--- config.mk ---
export PLATFORM = sky130hd
export DESIGN_NAME = rx_detect_ctrl
export DESIGN_NICKNAME = d
export VERILOG_FILES = /design/src/rtl/rx_detect_ctrl_pkg.sv /design/src/rtl/rx_detect_ctrl_load_down_counter.sv /design/src/rtl/rx_detect_ctrl.sv
export SDC_FILE = /design/constraint.sdc
export NUM_CORES = 1
export LEC_CHECK = 0
export CORE_MARGIN = 3
export CORE_UTILIZATION = 53
export CTS_CLUSTER_SIZE = 12
export DETAILED_ROUTE_END_ITERATION = 10
export MAX_ROUTING_LAYER = met4
export PLACE_DENSITY_LB_ADDON = 0.08
export SYNTH_ARGS = -nofsm -noshare
export SYNTH_HDL_FRONTEND = slang
export SYNTH_SLANG_ARGS = --single-unit
--- constraint.sdc ---
create_clock -name clock -period 2.6 [get_ports clock]
set_clock_uncertainty 0.1 [all_clocks]
set_input_delay 0.52 -clock clock [delete_from_list [all_inputs] [get_ports clock]]
set_output_delay 0.52 -clock clock [all_outputs]
set_load 0.005 [all_outputs]
--- src/rtl/rx_detect_ctrl_pkg.sv ---
// Shared definitions for the receiver-detect sequencer: state encodings,
// RXSTATUS codes (also used by the status encoder) and the vote helper.
package rx_detect_ctrl_pkg;

  typedef enum logic [2:0] {
    ST_IDLE     = 3'd0,
    ST_SETTLE   = 3'd1,
    ST_DETECT   = 3'd2,
    ST_REPORT   = 3'd3,
    ST_WAIT_REL = 3'd4
  } state_e;

  localparam logic [2:0] RXSTAT_NONE = 3'b000;
  localparam logic [2:0] RXSTAT_DET  = 3'b011;

  function automatic logic maj3(input logic a, input logic b, input logic c);
    return (a & b) | (a & c) | (b & c);
  endfunction

endpackage

--- src/rtl/rx_detect_ctrl_load_down_counter.sv ---
// Loadable down-counter with async clear and a zero flag; stops at zero.
module load_down_counter #(
  parameter int CNT_W = 8
) (
  input  logic             i_clk,
  input  logic             i_rst_n,
  input  logic             i_load,
  input  logic [CNT_W-1:0] i_load_val,
  input  logic             i_dec,
  output logic [CNT_W-1:0] o_count,
  output logic             o_zero
);

  logic [CNT_W-1:0] r_count;

  always_ff @(posedge i_clk or negedge i_rst_n) begin
    if (!i_rst_n) begin
      r_count <= '0;
    end else if (i_load) begin
      r_count <= i_load_val;
    end else if (i_dec && (r_count != '0)) begin
      r_count <= r_count - CNT_W'(1);
    end
  end

  assign o_count = r_count;
  assign o_zero  = (r_count == '0);

endmodule

--- src/rtl/rx_detect_ctrl.sv ---
// Receiver-detect sequencer: forces electrical idle, pulses RXDET for a fixed
// window, majority-votes the last three RXDET_O samples and reports via PHYSTATUS.
module rx_detect_ctrl
  import rx_detect_ctrl_pkg::*;
#(
  parameter int SETTLE_CYC = 4,
  parameter int DET_WAIT   = 8,
  parameter int CNT_W      = 8
) (
  input  logic       clock,
  input  logic       Reset_n,
  input  logic       TXDETECTRX,
  input  logic       TXELECIDLE,
  input  logic       RXDET_O,
  output logic       TXIDLE,
  output logic       RXDET,
  output logic       PHYSTATUS,
  output logic [2:0] RXSTATUS,
  output logic       BUSY
);

  localparam logic [CNT_W-1:0] SETTLE_LD = CNT_W'(SETTLE_CYC - 1);
  localparam logic [CNT_W-1:0] DET_LD    = CNT_W'(DET_WAIT - 1);
  localparam logic [CNT_W-1:0] VOTE_WIN  = CNT_W'(2);

  state_e           r_state;
  state_e           w_state_nxt;
  logic             w_cnt_load;
  logic [CNT_W-1:0] w_cnt_val;
  logic             w_cnt_dec;
  logic [CNT_W-1:0] w_cnt;
  logic             w_cnt_zero;
  logic             w_vote_shift;
  logic             w_report;

  logic             r_txidle;
  logic             r_rxdet;
  logic             r_phystatus;
  logic [2:0]       r_rxstatus;
  logic             r_busy;
  logic [1:0]       r_vote;

  load_down_counter #(
    .CNT_W (CNT_W)
  ) u_cnt (
    .i_clk      (clock),
    .i_rst_n    (Reset_n),
    .i_load     (w_cnt_load),
    .i_load_val (w_cnt_val),
    .i_dec      (w_cnt_dec),
    .o_count    (w_cnt),
    .o_zero     (w_cnt_zero)
  );

  always_ff @(posedge clock or negedge Reset_n) begin
    if (!Reset_n) begin
      r_state <= ST_IDLE;
    end else begin
      r_state <= w_state_nxt;
    end
  end

  always_comb begin
    w_state_nxt  = r_state;
    w_cnt_load   = 1'b0;
    w_cnt_val    = '0;
    w_cnt_dec    = 1'b0;
    w_vote_shift = 1'b0;
    w_report     = 1'b0;
    case (r_state)
      ST_IDLE: begin
        // A request without electrical idle is ignored (no loopback).
        if (TXDETECTRX && TXELECIDLE) begin
          w_state_nxt = ST_SETTLE;
          w_cnt_load  = 1'b1;
          w_cnt_val   = SETTLE_LD;
        end
      end
      ST_SETTLE: begin
        if (w_cnt_zero) begin
          w_state_nxt = ST_DETECT;
          w_cnt_load  = 1'b1;
          w_cnt_val   = DET_LD;
        end else begin
          w_cnt_dec = 1'b1;
        end
      end
      ST_DETECT: begin
        // Samples at counts 2 and 1 are stored; the count-0 sample is used live.
        w_vote_shift = (w_cnt <= VOTE_WIN) && !w_cnt_zero;
        if (w_cnt_zero) begin
          w_state_nxt = ST_REPORT;
          w_report    = 1'b1;
        end else begin
          w_cnt_dec = 1'b1;
        end
      end
      ST_REPORT: begin
        w_state_nxt = ST_WAIT_REL;
      end
      ST_WAIT_REL: begin
        if (!TXDETECTRX) begin
          w_state_nxt = ST_IDLE;
        end
      end
      default: begin
        w_state_nxt = ST_IDLE;
      end
    endcase
  end

  // Outputs are registered from the next state so they line up with it.
  always_ff @(posedge clock or negedge Reset_n) begin
    if (!Reset_n) begin
      r_txidle    <= 1'b1;
      r_rxdet     <= 1'b0;
      r_phystatus <= 1'b0;
      r_rxstatus  <= RXSTAT_NONE;
      r_busy      <= 1'b0;
      r_vote      <= 2'b00;
    end else begin
      r_busy      <= (w_state_nxt != ST_IDLE);
      r_txidle    <= (w_state_nxt != ST_IDLE) | TXELECIDLE;
      r_rxdet     <= (w_state_nxt == ST_DETECT);
      r_phystatus <= w_report;
      if (w_vote_shift) begin
        r_vote <= {r_vote[0], RXDET_O};
      end
      if (w_report) begin
        r_rxstatus <= maj3(r_vote[1], r_vote[0], RXDET_O) ? RXSTAT_DET : RXSTAT_NONE;
      end
    end
  end

  assign TXIDLE    = r_txidle;
  assign RXDET     = r_rxdet;
  assign PHYSTATUS = r_phystatus;
  assign RXSTATUS  = r_rxstatus;
  assign BUSY      = r_busy;

endmodule

==> flow_summary_export.csv <==
group,metric,value,unit
global_routing,track_usage,0.159,
route,drt-pass1-iter-count,4,
sta,whs,0.438,ns
route,vias,696,
clock_tree,clock_path_buffers,2,
layout,diodes,0,
synthesis,synth.distinct_cells,43,
critical_path,crit_required,2.69,ns
synthesis,synth_simple_gate_area_share,0.225,
synthesis,ys_seq_elements,18,
floorplan,fp.dieArea,0.00234,mm^2
route,vias_per_cell,5.66,
synthesis,synth_edf_count,0,
critical_path,rr_endpoint,"RXSTATUS[0]$_DFFE_PN0P_",
pwr,vdd_drop_max,0.312,mV
pwr,power-per-cell-area,443,mW/mm^2
synthesis,synthArstFlopShare,1.00,
outcome,outcome,"finished, final reports clean",
sta,final-max-slew-violation-count,0,
synthesis,synth_xor_area_frac,0.0368,
synthesis,netlist_instances,89,
hold_path,hp-class,"reg2reg",
global_routing,grt_pass1_vias,615,
place,place_ws,0.518,ns
run,max_cap_violations,0,
sta,post-route-period-util,0.825,
clock_tree,cts_buffers,3,
sta,setup_viol,0,
synthesis,syn_avg_cell_area,10.7,um^2
floorplan,die_y,48.4,um
global_routing,overflow,0,
clock_tree,cts.clk_slew.worst_paths,0.11,ns
place,gp_congestion,0.768,
floorplan,core,0.00159,mm^2
synthesis,synthMuxAreaShare,0.0499,
clock_tree,clock_sinks,18,
critical_path,worstPathArrival,2.23,ns
critical_path,r2r_setup_slack,0.46,ns
global_routing,grt_start_max_net_pins,19,
place,dp.cells,119,
layout,fillers,131,
synthesis,synthAdderAreaFrac,0.0368,
critical_path,r2r_cells,6,
synthesis,synth_warnings,0,
layout,regArea,452,um^2
route,wl,1.60,mm
synthesis,yosys.area.top_type,"dfrtp_1",
floorplan,die_w,48.4,um
synthesis,seq_area_frac_synth,0.474,
synthesis,synth_top_family_by_area,"simple AND/OR/NAND/NOR gates",
layout,final_cells,123,
synthesis,synth_nets,96,
sta,hold_violations,0,
layout,drive_gt1_frac,0.152,
route,drtIter0Drc,15,
clock_tree,post_cts_resized,0,
pwr,p_total,0.484,mW
place,dp_hpwl,1.18,mm
route,route.detailed.drc,0,
critical_path,critPathLaunchType,"register",
route,wl_per_cell,13.0,um
sta,fmax,0.466,GHz
floorplan,rows,14,
clock_tree,clock-root-buffer,"clkbuf_4",
critical_path,endpoint_kind,"register",
critical_path,cp_max_fo,6,
pwr,p_leak,0.460,nW
sta,min_period,2.14,ns
clock_tree,insertion_delay,0.30,ns
layout,final_nets,107,
clock_tree,cts_setup_buffers,0,
sta,rsz0062_at_grt,"no",
layout,syn2layout_area_growth,14.7,%
floorplan,pin_count,12,
clock_tree,cts_tree,"done",
route,drtAntennaViolNets,0,
sta,max_slew_margin,0.483,
place,io_buffers,10,
synthesis,netlist_area,952,um^2
critical_path,crit_path_start,"u_cnt.o_count[1]$_DFFE_PN0P_",
critical_path,r2r_start,"u_cnt.o_count[1]$_DFFE_PN0P_",
sta,worst_pin_slew,0.773,ns
critical_path,crit_end,"RXSTATUS[0]$_DFFE_PN0P_",
sta,finalSetupTns,0,ns
critical_path,crit_type,"reg2reg",
global_routing,antenna_found_initial,0,
sta,setup_slack,0.455,ns
floorplan,start_util,0.597,
synthesis,synth_area_leaders,"dfrtp_1 (45%), xnor2_1 (3.7%), dfstp_2 (2.8%)",
synthesis,synth_compound_area_frac,0.126,
global_routing,grt_pass1_wl,2.84,mm
synthesis,synth-main-ff-cell,"dfrtp_1",
clock_tree,cts_hold_buf,0,
synthesis,synth_top_cell_area_share,0.447,
clock_tree,cts_max_level,1,
layout,multiInputGateArea,455,um^2
==> Yosys cell counts, drive strengths merged (2+ instances only) <==
cell type / number
inv: 5
nand4: 2
ha: 2
o211ai: 2
dfrtp: 17
o21ai: 4
nand2: 6
nand4b: 2
mux2: 3
a211oi: 2
a21oi: 4
xnor2: 4
buf: 3
nor4: 4
nor2: 5
==> cell type report <==
| class | instances | share of cell area |
|---|---|---|
| inverters | 5 | 0.0172 |
| repair buffers | 10 | 0.0916 |
| flip-flops and latches | 18 | 0.414 |
| multi-input cells | 62 | 0.417 |
| clock buffers | 4 | 0.0332 |
| well taps | 24 | 0.0275 |
==> power by group <==
part	switching, mW	total (mW)	internal, mW
registers	0.00190	0.285	0.283
clock network	0.0899	0.175	0.0854
logic	0.00959	0.0237	0.0142
==> flip-flops by register name, indices dropped and copies added (netlist names) <==
name,cells
r_state,3
RXDET,1
BUSY,1
r_vote,2
RXSTATUS,1
u_cnt.o_count,8
TXIDLE,1
PHYSTATUS,1
==> worst max-delay path, stage by stage (launching register included) <==
cell	delay, ns
dfrtp_1	0.43
inv_1	0.09
ha_1	0.22
nor3b_1	0.46
and2_4	0.24
and3_4	0.19
mux2_4	0.29
==> stage by stage <==
step / instance area, um^2 / utilization
global route: 1090 / 0.685
detailed placement: 1060 / 0.662
global placement: 1060 / 0.662
CTS: 1090 / 0.685
floorplan: 952 / -
finish: 1090 / 0.685
==> worst min path at each step <==
stage,depth (start not counted),end,slack [ns],from
4_1_cts,1,r_vote[1]$_DFFE_PN0P_,0.44,r_vote[1]$_DFFE_PN0P_
3_3_place_gp,1,r_vote[1]$_DFFE_PN0P_,0.41,r_vote[1]$_DFFE_PN0P_
5_1_grt,1,r_vote[1]$_DFFE_PN0P_,0.46,r_vote[1]$_DFFE_PN0P_
3_5_place_dp,1,r_vote[1]$_DFFE_PN0P_,0.42,r_vote[1]$_DFFE_PN0P_
6_report,1,r_vote[1]$_DFFE_PN0P_,0.44,r_vote[1]$_DFFE_PN0P_
2_1_floorplan,0,BUSY$_DFF_PN0_,0.12,Reset_n
==> layer usage <==
| metal | global-route usage | part of all wire | up-vias |
|---|---|---|---|
| met5 | - | 0 | - |
| li1 | - | - | 339 |
| met3 | 0.0215 | 0.041 | 5 |
| met2 | 0.216 | 0.45 | 18 |
| met4 | 0.0853 | 0.025 | 0 |
| met1 | 0.230 | 0.49 | 334 |
==> layout by cell type, fill, tap and decap left out, types with 2 or more instances in the layout <==
cell,instances
xnor2_1,4
o21ai_0,3
o211ai_1,2
nand4_1,2
nand4b_1,2
clkbuf_4,3
a21oi_1,4
nor4_1,3
nand2_1,6
nor2_1,5
clkdlybuf4s50_1,10
ha_1,2
inv_1,5
dfrtp_1,17
mux2_2,2
==> cells by family (layout without fill, tap and decap cells) <==
group,count (synthesis),after routing
AO/OA/AOI/OAI,17,17
XOR/XNOR,4,4
adder cells (fa/ha/maj),3,3
buffers and inverters,9,19
flip-flops,18,18
multiplexers,4,4
other,1,1
AND/OR/NAND/NOR,33,33
(Power assumes the default switching activity.)
